[config.mk]
export PLATFORM = sky130hd
export DESIGN_NAME = downsample_engine_flat
export DESIGN_NICKNAME = d
export VERILOG_FILES = /design/src/rtl/downsample_engine_if.sv /design/src/rtl/downsample_engine.sv /design/src/flat_wrapper.sv
export SDC_FILE = /design/constraint.sdc
export NUM_CORES = 1
export LEC_CHECK = 0
export BUFFER_PORTS_ARGS = -buffer_cell sky130_fd_sc_hd__buf_2
export CELL_PAD_IN_SITES_DETAIL_PLACEMENT = 1
export CELL_PAD_IN_SITES_GLOBAL_PLACEMENT = 2
export CORE_UTILIZATION = 35
export DETAILED_ROUTE_END_ITERATION = 10
export GPL_ROUTABILITY_DRIVEN = 0
export PLACE_DENSITY_LB_ADDON = 0.1
export SLEW_MARGIN = 30
export SYNTH_ARGS = -nofsm -noshare
export SYNTH_HDL_FRONTEND = slang
export SYNTH_SLANG_ARGS = --single-unit
[constraint.sdc]
create_clock -name clk -period 5.8 [get_ports clk]
set_input_delay 1.16 -clock clk [delete_from_list [all_inputs] [get_ports clk]]
set_output_delay 1.16 -clock clk [all_outputs]
set_load 0.03 [all_outputs]
[src/rtl/downsample_engine_if.sv]
// DRAM-side bus of the downsample engine: address, strobes, write data and read data.
// Read data comes back one cycle after a read strobe, and a write commits at the edge that ends its cycle.
interface downsample_engine_if;
    logic [15:0] mem_addr;
    logic        mem_read;
    logic        mem_write;
    logic [7:0]  mem_wdata;
    logic [7:0]  mem_rdata;

    modport master (
        output mem_addr, mem_read, mem_write, mem_wdata,
        input  mem_rdata
    );

    modport slave (
        input  mem_addr, mem_read, mem_write, mem_wdata,
        output mem_rdata
    );
endinterface

[src/rtl/downsample_engine.sv]
// 2x2 box-filter downsampler: reads each 2x2 source block from DRAM and writes back one averaged pixel.
// Latency is 6 cycles per output pixel, and done pulses in cycle 6N+1 after start is accepted.
// There is no backpressure because DRAM is fixed-latency; define DS_ROUND_EN to round half up instead of truncating.
module downsample_engine #(
    parameter int          IMG_W_LOG2 = 8,
    parameter int          IMG_H_LOG2 = 8,
    parameter logic [15:0] SRC_BASE   = 16'h0,
    parameter logic [15:0] DST_BASE   = 16'h0
) (
    input  logic                       clk,
    input  logic                       rst_n,
    input  logic                       start_i,
    output logic                       busy_o,
    output logic                       done_o,
    downsample_engine_if.master        mem
);

    localparam int          CW         = IMG_W_LOG2 - 1;
    localparam int          RW         = IMG_H_LOG2 - 1;
    localparam logic [CW-1:0] COL_LAST = '1;
    localparam logic [RW-1:0] ROW_LAST = '1;
    localparam logic [15:0] ROW_STRIDE = 16'(1) << IMG_W_LOG2;

    typedef enum logic [2:0] {
        S_IDLE, S_R0, S_R1, S_R2, S_R3, S_CAP, S_WR, S_DONE
    } state_t;

    state_t        state_q, state_d;
    logic [CW-1:0] col_q, col_d;
    logic [RW-1:0] row_q, row_d;
    logic [9:0]    sum_q, sum_d;
    logic          last_pix;
    logic [15:0]   blk_src;
    logic [15:0]   blk_dst;
    logic [7:0]    avg;

    assign last_pix = (col_q == COL_LAST) && (row_q == ROW_LAST);
    assign blk_src  = SRC_BASE + (16'(row_q) << (IMG_W_LOG2 + 1)) + (16'(col_q) << 1);
    assign blk_dst  = DST_BASE + (16'(row_q) << (IMG_W_LOG2 - 1)) + 16'(col_q);

`ifdef DS_ROUND_EN
    logic [9:0] sum_rnd;
    // Worst case 1020 + 2 still fits in 10 bits, so the rounding add cannot wrap.
    assign sum_rnd = sum_q + 10'd2;
    assign avg     = sum_rnd[9:2];
`else
    assign avg     = sum_q[9:2];
`endif

    always_ff @(posedge clk or negedge rst_n) begin
        if (!rst_n) begin
            state_q <= S_IDLE;
            col_q   <= '0;
            row_q   <= '0;
            sum_q   <= '0;
        end else begin
            state_q <= state_d;
            col_q   <= col_d;
            row_q   <= row_d;
            sum_q   <= sum_d;
        end
    end

    always_comb begin
        state_d = state_q;
        case (state_q)
            S_IDLE:  if (start_i) state_d = S_R0;
            S_R0:    state_d = S_R1;
            S_R1:    state_d = S_R2;
            S_R2:    state_d = S_R3;
            S_R3:    state_d = S_CAP;
            S_CAP:   state_d = S_WR;
            S_WR:    state_d = last_pix ? S_DONE : S_R0;
            S_DONE:  state_d = S_IDLE;
            default: state_d = S_IDLE;
        endcase
    end

    // Each read's data arrives in the following state, so R1..CAP accumulate the previous read.
    always_comb begin
        col_d = col_q;
        row_d = row_q;
        sum_d = sum_q;
        case (state_q)
            S_R1, S_R2, S_R3, S_CAP: sum_d = sum_q + {2'b00, mem.mem_rdata};
            S_WR: begin
                sum_d = '0;
                col_d = col_q + CW'(1);
                if (col_q == COL_LAST) row_d = row_q + RW'(1);
            end
            default: ;
        endcase
    end

    always_comb begin
        busy_o        = 1'b0;
        done_o        = 1'b0;
        mem.mem_addr  = 16'h0;
        mem.mem_read  = 1'b0;
        mem.mem_write = 1'b0;
        mem.mem_wdata = 8'h0;
        case (state_q)
            S_R0: begin
                busy_o       = 1'b1;
                mem.mem_read = 1'b1;
                mem.mem_addr = blk_src;
            end
            S_R1: begin
                busy_o       = 1'b1;
                mem.mem_read = 1'b1;
                mem.mem_addr = blk_src + 16'd1;
            end
            S_R2: begin
                busy_o       = 1'b1;
                mem.mem_read = 1'b1;
                mem.mem_addr = blk_src + ROW_STRIDE;
            end
            S_R3: begin
                busy_o       = 1'b1;
                mem.mem_read = 1'b1;
                mem.mem_addr = blk_src + ROW_STRIDE + 16'd1;
            end
            S_CAP: busy_o = 1'b1;
            S_WR: begin
                busy_o        = 1'b1;
                mem.mem_write = 1'b1;
                mem.mem_addr  = blk_dst;
                mem.mem_wdata = avg;
            end
            S_DONE:  done_o = 1'b1;
            default: ;
        endcase
    end

endmodule
[src/flat_wrapper.sv]
// flat-port wrapper written by rule: the top's interface ports become plain ports
module downsample_engine_flat 
#(
    parameter int          IMG_W_LOG2 = 8,
    parameter int          IMG_H_LOG2 = 8,
    parameter logic [15:0] SRC_BASE   = 16'h0,
    parameter logic [15:0] DST_BASE   = 16'h0
)
  (clk, rst_n, start_i, busy_o, done_o, mem_mem_addr, mem_mem_read, mem_mem_write, mem_mem_wdata, mem_mem_rdata);
  downsample_engine_if mem_i ();
  input  logic clk;
  input  logic rst_n;
  input  logic start_i;
  output logic busy_o;
  output logic done_o;
  output wire logic [$bits(mem_i.mem_addr)-1:0] mem_mem_addr;
  output wire logic [$bits(mem_i.mem_read)-1:0] mem_mem_read;
  output wire logic [$bits(mem_i.mem_write)-1:0] mem_mem_write;
  output wire logic [$bits(mem_i.mem_wdata)-1:0] mem_mem_wdata;
  input wire logic [$bits(mem_i.mem_rdata)-1:0] mem_mem_rdata;
  assign mem_mem_addr = mem_i.mem_addr;
  assign mem_mem_read = mem_i.mem_read;
  assign mem_mem_write = mem_i.mem_write;
  assign mem_mem_wdata = mem_i.mem_wdata;
  assign mem_i.mem_rdata = mem_mem_rdata;
  downsample_engine #(.IMG_W_LOG2(IMG_W_LOG2), .IMG_H_LOG2(IMG_H_LOG2), .SRC_BASE(SRC_BASE), .DST_BASE(DST_BASE)) u_core (.clk(clk), .rst_n(rst_n), .start_i(start_i), .busy_o(busy_o), .done_o(done_o), .mem(mem_i));
endmodule
==> impl_metrics.tcl, run 1 <==
set metrics [dict create \
    status "completed" \
    yosysWarningCount 0 \
    clockBufferDepth 2 \
    final_max_slew_viol_count 0 \
    routed-wl-met2_um 1950 \
    die_width_um 75.6 \
    arrival_ps 2490 \
    timing.hold.ws_ps 515 \
    layout_min_cycle_time_ps 3650 \
    hpwlAfterDp_um 3230 \
    synth.area.top_cells "dfrtp_1, ha_1, a22o_1" \
    firstDrtPassIters 4 \
    port_buffers 38 \
    vias 1572 \
    io_pins 39 \
    rows 26 \
    htreeDepth 1 \
    clk_pin_slew_ps 90 \
    drive_gt1_share_pct 21.4 \
    setup_tns_ps 0 \
    grt_pass1_wl_um 7090 \
    utilization_pct 42.1 \
    fin_nets 269 \
    cpPeakStageDelay_ps 710 \
    ys_seq_area_share_pct 35.6 \
    worst_slack_ps 2150 \
    die_area_um2 5720 \
    min_path_cells 1 \
    grt_pass1_vias 1484 \
    drc_errors 0 \
    tightestPinTransition_ps 847 \
    grt-ovfl-total 0 \
    cts_resized 0 \
    crit_type "flip-flop to output pin" \
    reg2reg_from "u_core.state_q[0]" \
    yosys-top-cells-count "dfrtp_1, nand2_1, nor2_1, a21oi_1, ha_1" \
    core_um2 5170 \
    avgSynthCellArea_um2 9.00 \
    synth-seq-cells 27 \
    syn_nets 236 \
    reg2reg_depth 5 \
    fmax_mhz 274 \
    clock-sinks 27 \
    final.period_utilization_pct 63.0 \
    dp_slack_ps 2520 \
    met1Wirelength_um 2190 \
    n_antenna_cell 0 \
    drt_iter0_markers 38 \
    ant_nets 0 \
    layout-area-overhead-vs-synth_pct 14.8 \
    wl_met3_um 95 \
    totalWireLength_um 4270 \
    leakagePower_nw 1.12 \
    rsz0062_at_grt "no" \
    crit_chain "nand3b_4 -> clkinv_1 -> a22o_1 -> buf_2" \
    final-hold-violation-count 0 \
    insertion_delay_ps 270 \
    cts_root_buf "clkbuf_8" \
    cts_tree "yes" \
    antenna_found_initial 0 \
    routedWlPerCell_um 13.6 \
    ctsHoldBuffers 0 \
    post_cts_buffers 0 \
    yosys.area.top_type "dfrtp_1" \
    cts_buffers 3 \
    netlist.area_leader.share_pct 35.6 \
    gr-usage-all-layers_pct 16.3 \
    synth-edff-count 0 \
    vias_per_cell 5.02 \
    cp-start-kind "flip-flop" \
    highest_layer "met4" \
    irDropWorstVdd_uv 130 \
    min_path_type "flip-flop to flip-flop" \
    ys_types 38 \
    rr_endpoint "u_core.sum_q[6]" \
    crit_end "mem_mem_addr[5]" \
    fin_skew_ps 3.40 \
    cp.required_ps 4640 \
    die_y_um 75.6 \
    worst_path_max_delay_cell "clkinv_1" \
    setup_viol 0 \
    cp-end-kind "output pin" \
    synth.cell_area_um2 1900 \
    maxCapViolations 0 \
    initial_core_util_pct 36.7 \
    synthCells 211 \
    crit_fanout 34 \
    ys_async_sr_fraction_pct 100 \
    cp-startpoint "u_core.state_q[0]" \
    yosysMostFrequentCell "dfrtp_1" \
    relSlewSlack_pct 43.2 \
    grt_max_degree 35 \
    r2r_setup_slack_ps 3480 \
    dominantRegCellSynth "dfrtp_1" \
    p_per_area_nw_per_um2 282 \
]
-- stage by stage --
| stage | cell area [um^2] | instances | total power [mW] |
|---|---|---|---|
| 2_1_floorplan | 1900 | 211 | 0.438 |
| 3_3_place_gp | 2130 | 309 | 0.514 |
| 3_5_place_dp | 2130 | 309 | 0.514 |
| 4_1_cts | 2170 | 313 | 0.624 |
| 5_1_grt | 2180 | 313 | 0.661 |
| 6_report | 2180 | 313 | 0.615 |
-- cells by family (layout without fill, tap and decap cells) --
kind of cell | after synthesis | after routing | share of synthesized area [%]
AND/OR/NAND/NOR | 83 | 83 | 23.7
AO/OA/AOI/OAI | 47 | 47 | 16.5
XOR/XNOR | 16 | 16 | 7.38
multiplexers | 5 | 5 | 2.77
adder cells (fa/ha/maj) | 14 | 14 | 9.62
flip-flops | 27 | 27 | 35.6
buffers and inverters | 19 | 51 | 4.42
-- worst max-delay path: cells and delay by family (launching register included) --
family                 cells  cell delay, ps
AO/OA/AOI/OAI              1             490
buffers and inverters      2             890
AND/OR/NAND/NOR            1             310
flip-flops                 1             530
-- how the worst min path moves through the flow --
stage | start | to
4_1_cts | u_core.row_q[5] | u_core.row_q[5]
2_1_floorplan | u_core.row_q[5] | u_core.row_q[5]
3_5_place_dp | u_core.row_q[5] | u_core.row_q[5]
5_1_grt | u_core.col_q[5] | u_core.col_q[5]
6_report | u_core.row_q[5] | u_core.row_q[5]
3_3_place_gp | u_core.col_q[5] | u_core.col_q[5]
-- placed cells by master (no fill, tap or decap), drive strengths merged, types with 3 or more instances in the layout --
cell type   n
clkbuf      4
o21ai      10
dfrtp      27
inv         8
xor2        8
mux2i       3
ha         13
a21oi      13
xnor2       8
o31ai       3
a22o       12
and2       12
nor3        8
nand2      24
buf        38
nand4       3
nand3      10
nand2b      3
nor2       17
-- registers in the layout, summed over array words and instances, names as in the netlist --
signal,flops
u_core.col_q,7
u_core.row_q,7
u_core.sum_q,10
u_core.state_q,3
-- layer usage --
metal  track usage (%)  vias to the layer above
met5                 0                        -
met4              3.70                        0
met3              1.98                        4
met2              26.2                       25
met1              23.6                      737
li1                  -                      806
-- cell type report --
class                   instances  area (um^2)
multi-input cells             165         1150
repair buffers                 38          190
clock buffers                   4         45.0
flip-flops and latches         27          676
fillers                       638         2990
well taps                      70         87.6
inverters                       9         33.8
-- where the power goes --
group,total [mW],switching [mW],internal (mW)
combinational,0.264,0.164,0.0995
sequential,0.244,0.0280,0.216
clock,0.107,0.0576,0.0492
total,0.615,0.250,0.365
Note: power is estimated with default switching activity, not from simulation.
==> run 2: changes to the inputs <==
--- a/config.mk
+++ b/config.mk
@@ -8,7 +8,7 @@
 export BUFFER_PORTS_ARGS = -buffer_cell sky130_fd_sc_hd__buf_2
 export CELL_PAD_IN_SITES_DETAIL_PLACEMENT = 1
 export CELL_PAD_IN_SITES_GLOBAL_PLACEMENT = 2
-export CORE_UTILIZATION = 35
+export CORE_UTILIZATION = 30
 export DETAILED_ROUTE_END_ITERATION = 10
 export GPL_ROUTABILITY_DRIVEN = 0
 export PLACE_DENSITY_LB_ADDON = 0.1
==> constraint.sdc (replaced) <==
create_clock -name clk -period 3 [get_ports clk]
set_input_delay 0.6 -clock clk [delete_from_list [all_inputs] [get_ports clk]]
set_output_delay 0.6 -clock clk [all_outputs]
set_load 0.03 [all_outputs]
==> impl_metrics.tcl, run 2 (synthesized netlist as in run 1, its figures left out) <==
set metrics [dict create \
    layout_commonest_cell "buf_2" \
    layout-area-overhead-vs-synth_pct 16.7 \
    port_buffers 38 \
    cts_tree "yes" \
    fmax_mhz 366 \
    reg_top3 "u_core.sum_q: 10 flops, u_core.col_q: 7 flops, u_core.row_q: 7 flops" \
    path_buf_inv 3 \
    gr-usage-all-layers_pct 15.3 \
    drc_errors 0 \
    dp_cells 316 \
    final.period_utilization_pct 91.1 \
    setup_viol 0 \
    n_antenna_cell 0 \
    min_path_type "primary input to async pin" \
    clockBufferDepth 2 \
    r2r_setup_slack_ps 860 \
    multi_input_area_um2 1150 \
    die_area_um2 6650 \
    final_max_slew_viol_count 0 \
    setup_tns_ps 0 \
    ctsHoldBuffers 0 \
    utilization_pct 36.8 \
    rsz0062_at_grt "no" \
    die_y_um 81.5 \
    core_um2 6030 \
    vias 1598 \
    p_per_area_nw_per_um2 539 \
    grt_pass1_vias 1578 \
    swShare_pct 41.1 \
    routedWlPerCell_um 14.3 \
    critical_path.top_delay_family "buffers and inverters" \
    finalInstanceArea_um2 2220 \
    arrival_ps 2130 \
    initial_core_util_pct 31.5 \
    power.share.clock_pct 18.4 \
    status "completed" \
    mostFrequentLayoutCells "buf_2, dfrtp_1, nand2_1, nor2_1" \
    regArea_um2 676 \
    cp-end-kind "output pin" \
    hpwlAfterDp_um 3430 \
    totalWireLength_um 4580 \
    maxCapViolations 0 \
    ant_nets 0 \
    cts_root_buf "clkbuf_8" \
    drt_iter0_markers 78 \
    cp.required_ps 2400 \
    grt-ovfl-total 0 \
    clock-sinks 27 \
    reg2reg_from "u_core.state_q[1]" \
    comb_power_share_pct 42.2 \
    p_int_uw 703 \
    cp-start-kind "flip-flop" \
    crit_chain "nand3b_4 -> inv_1 -> buf_12 -> a22o_1 -> buf_2" \
    crit_type "flip-flop to output pin" \
    drive_gt1_share_pct 22.4 \
    fin_nets 271 \
    regMostFlops "u_core.sum_q" \
    leakagePower_nw 1.14 \
    cts_resized 0 \
    grt_max_degree 28 \
    final-hold-violation-count 0 \
    rows 28 \
    fin_cells 320 \
    layout_min_cycle_time_ps 2730 \
    timing.hold.ws_ps 333 \
    htreeDepth 1 \
    crit_fanout 27 \
    irDropWorstVdd_uv 297 \
    p_sw_uw 492 \
    clk_pin_slew_ps 100 \
    tightestPinTransition_ps 638 \
    placed_cell_area_um2 2160 \
    relSlewSlack_pct 57.5 \
    grt_pass1_wl_um 7820 \
    cts_buffers 3 \
    cp-startpoint "u_core.state_q[2]" \
    post_cts_buffers 0 \
    insertion_delay_ps 280 \
    largest_reg_flops 10 \
    firstDrtPassIters 4 \
    n_fill_cell 737 \
    die_width_um 81.5 \
    seq_power_share_pct 39.4 \
    vias_per_cell 4.99 \
    cpPeakStageDelay_ps 680 \
    fin_skew_ps 1.85 \
    worst_path_max_delay_cell "dfrtp_1" \
    antenna_found_initial 0 \
    io_pins 39 \
]
[run 2: changes by cell type in the layout (fill, tap and decap cells not counted), sizes merged]
cell,change
clkbuf,-1
buf,+2
clkinv,-1
inv,+1
clkinvlp,+1
[run 2: layout make-up]
class | instances | share of cell area, %
clock buffers | 3 | 1.86
clock inverters | 1 | 0.339
inverters | 9 | 1.52
multi-input cells | 165 | 51.7
flip-flops and latches | 27 | 30.5
well taps | 75 | 4.23
repair buffers | 40 | 9.82
[run 2: stage by stage]
stage	setup WS [ps]	total power, mW
2_1_floorplan	760	0.846
3_3_place_gp	517	0.993
3_5_place_dp	507	0.990
4_1_cts	159	1.22
5_1_grt	85.7	1.29
6_report	268	1.19
[run 2: path summary, 6_finish.rpt]
| check | end | cells past startpoint |
|---|---|---|
| max | mem_mem_addr[3] | 5 |
| min | u_core.row_q[5] | 1 |
| max reg2reg | u_core.sum_q[9] | 8 |
| min reg2reg | u_core.row_q[5] | 1 |
| max in group asynchronous | u_core.sum_q[5] | 1 |
| min in group clk | u_core.row_q[5] | 1 |
[run 2: layer usage]
| metal | global-route usage [%] | vias to the layer above | routed length [um] |
|---|---|---|---|
| li1 | - | 805 | - |
| met1 | 20.2 | 765 | 2260 |
| met2 | 26.6 | 26 | 2150 |
| met3 | 2.00 | 2 | 131 |
| met4 | 3.21 | 0 | 43 |
| met5 | 0 | - | 0 |
[run 2: worst reg2reg max path: cells and delay by family (launching register included)]
family	cells	cell delay (ps)
adders and majority gates	1	710
DFF	1	440
AOI/OAI and AO/OA	3	330
buffers and inverters	2	280
and+or+nand+nor	2	260
[run 2: power by group through the flow]
stage | clock [mW] | combinational [mW] | sequential (mW)
after floorplan | 0 | 0.389 | 0.457
after global placement | 0 | 0.512 | 0.481
after detailed placement | 0 | 0.510 | 0.480
after CTS | 0.234 | 0.513 | 0.474
after global routing | 0.245 | 0.562 | 0.481
final | 0.219 | 0.504 | 0.471
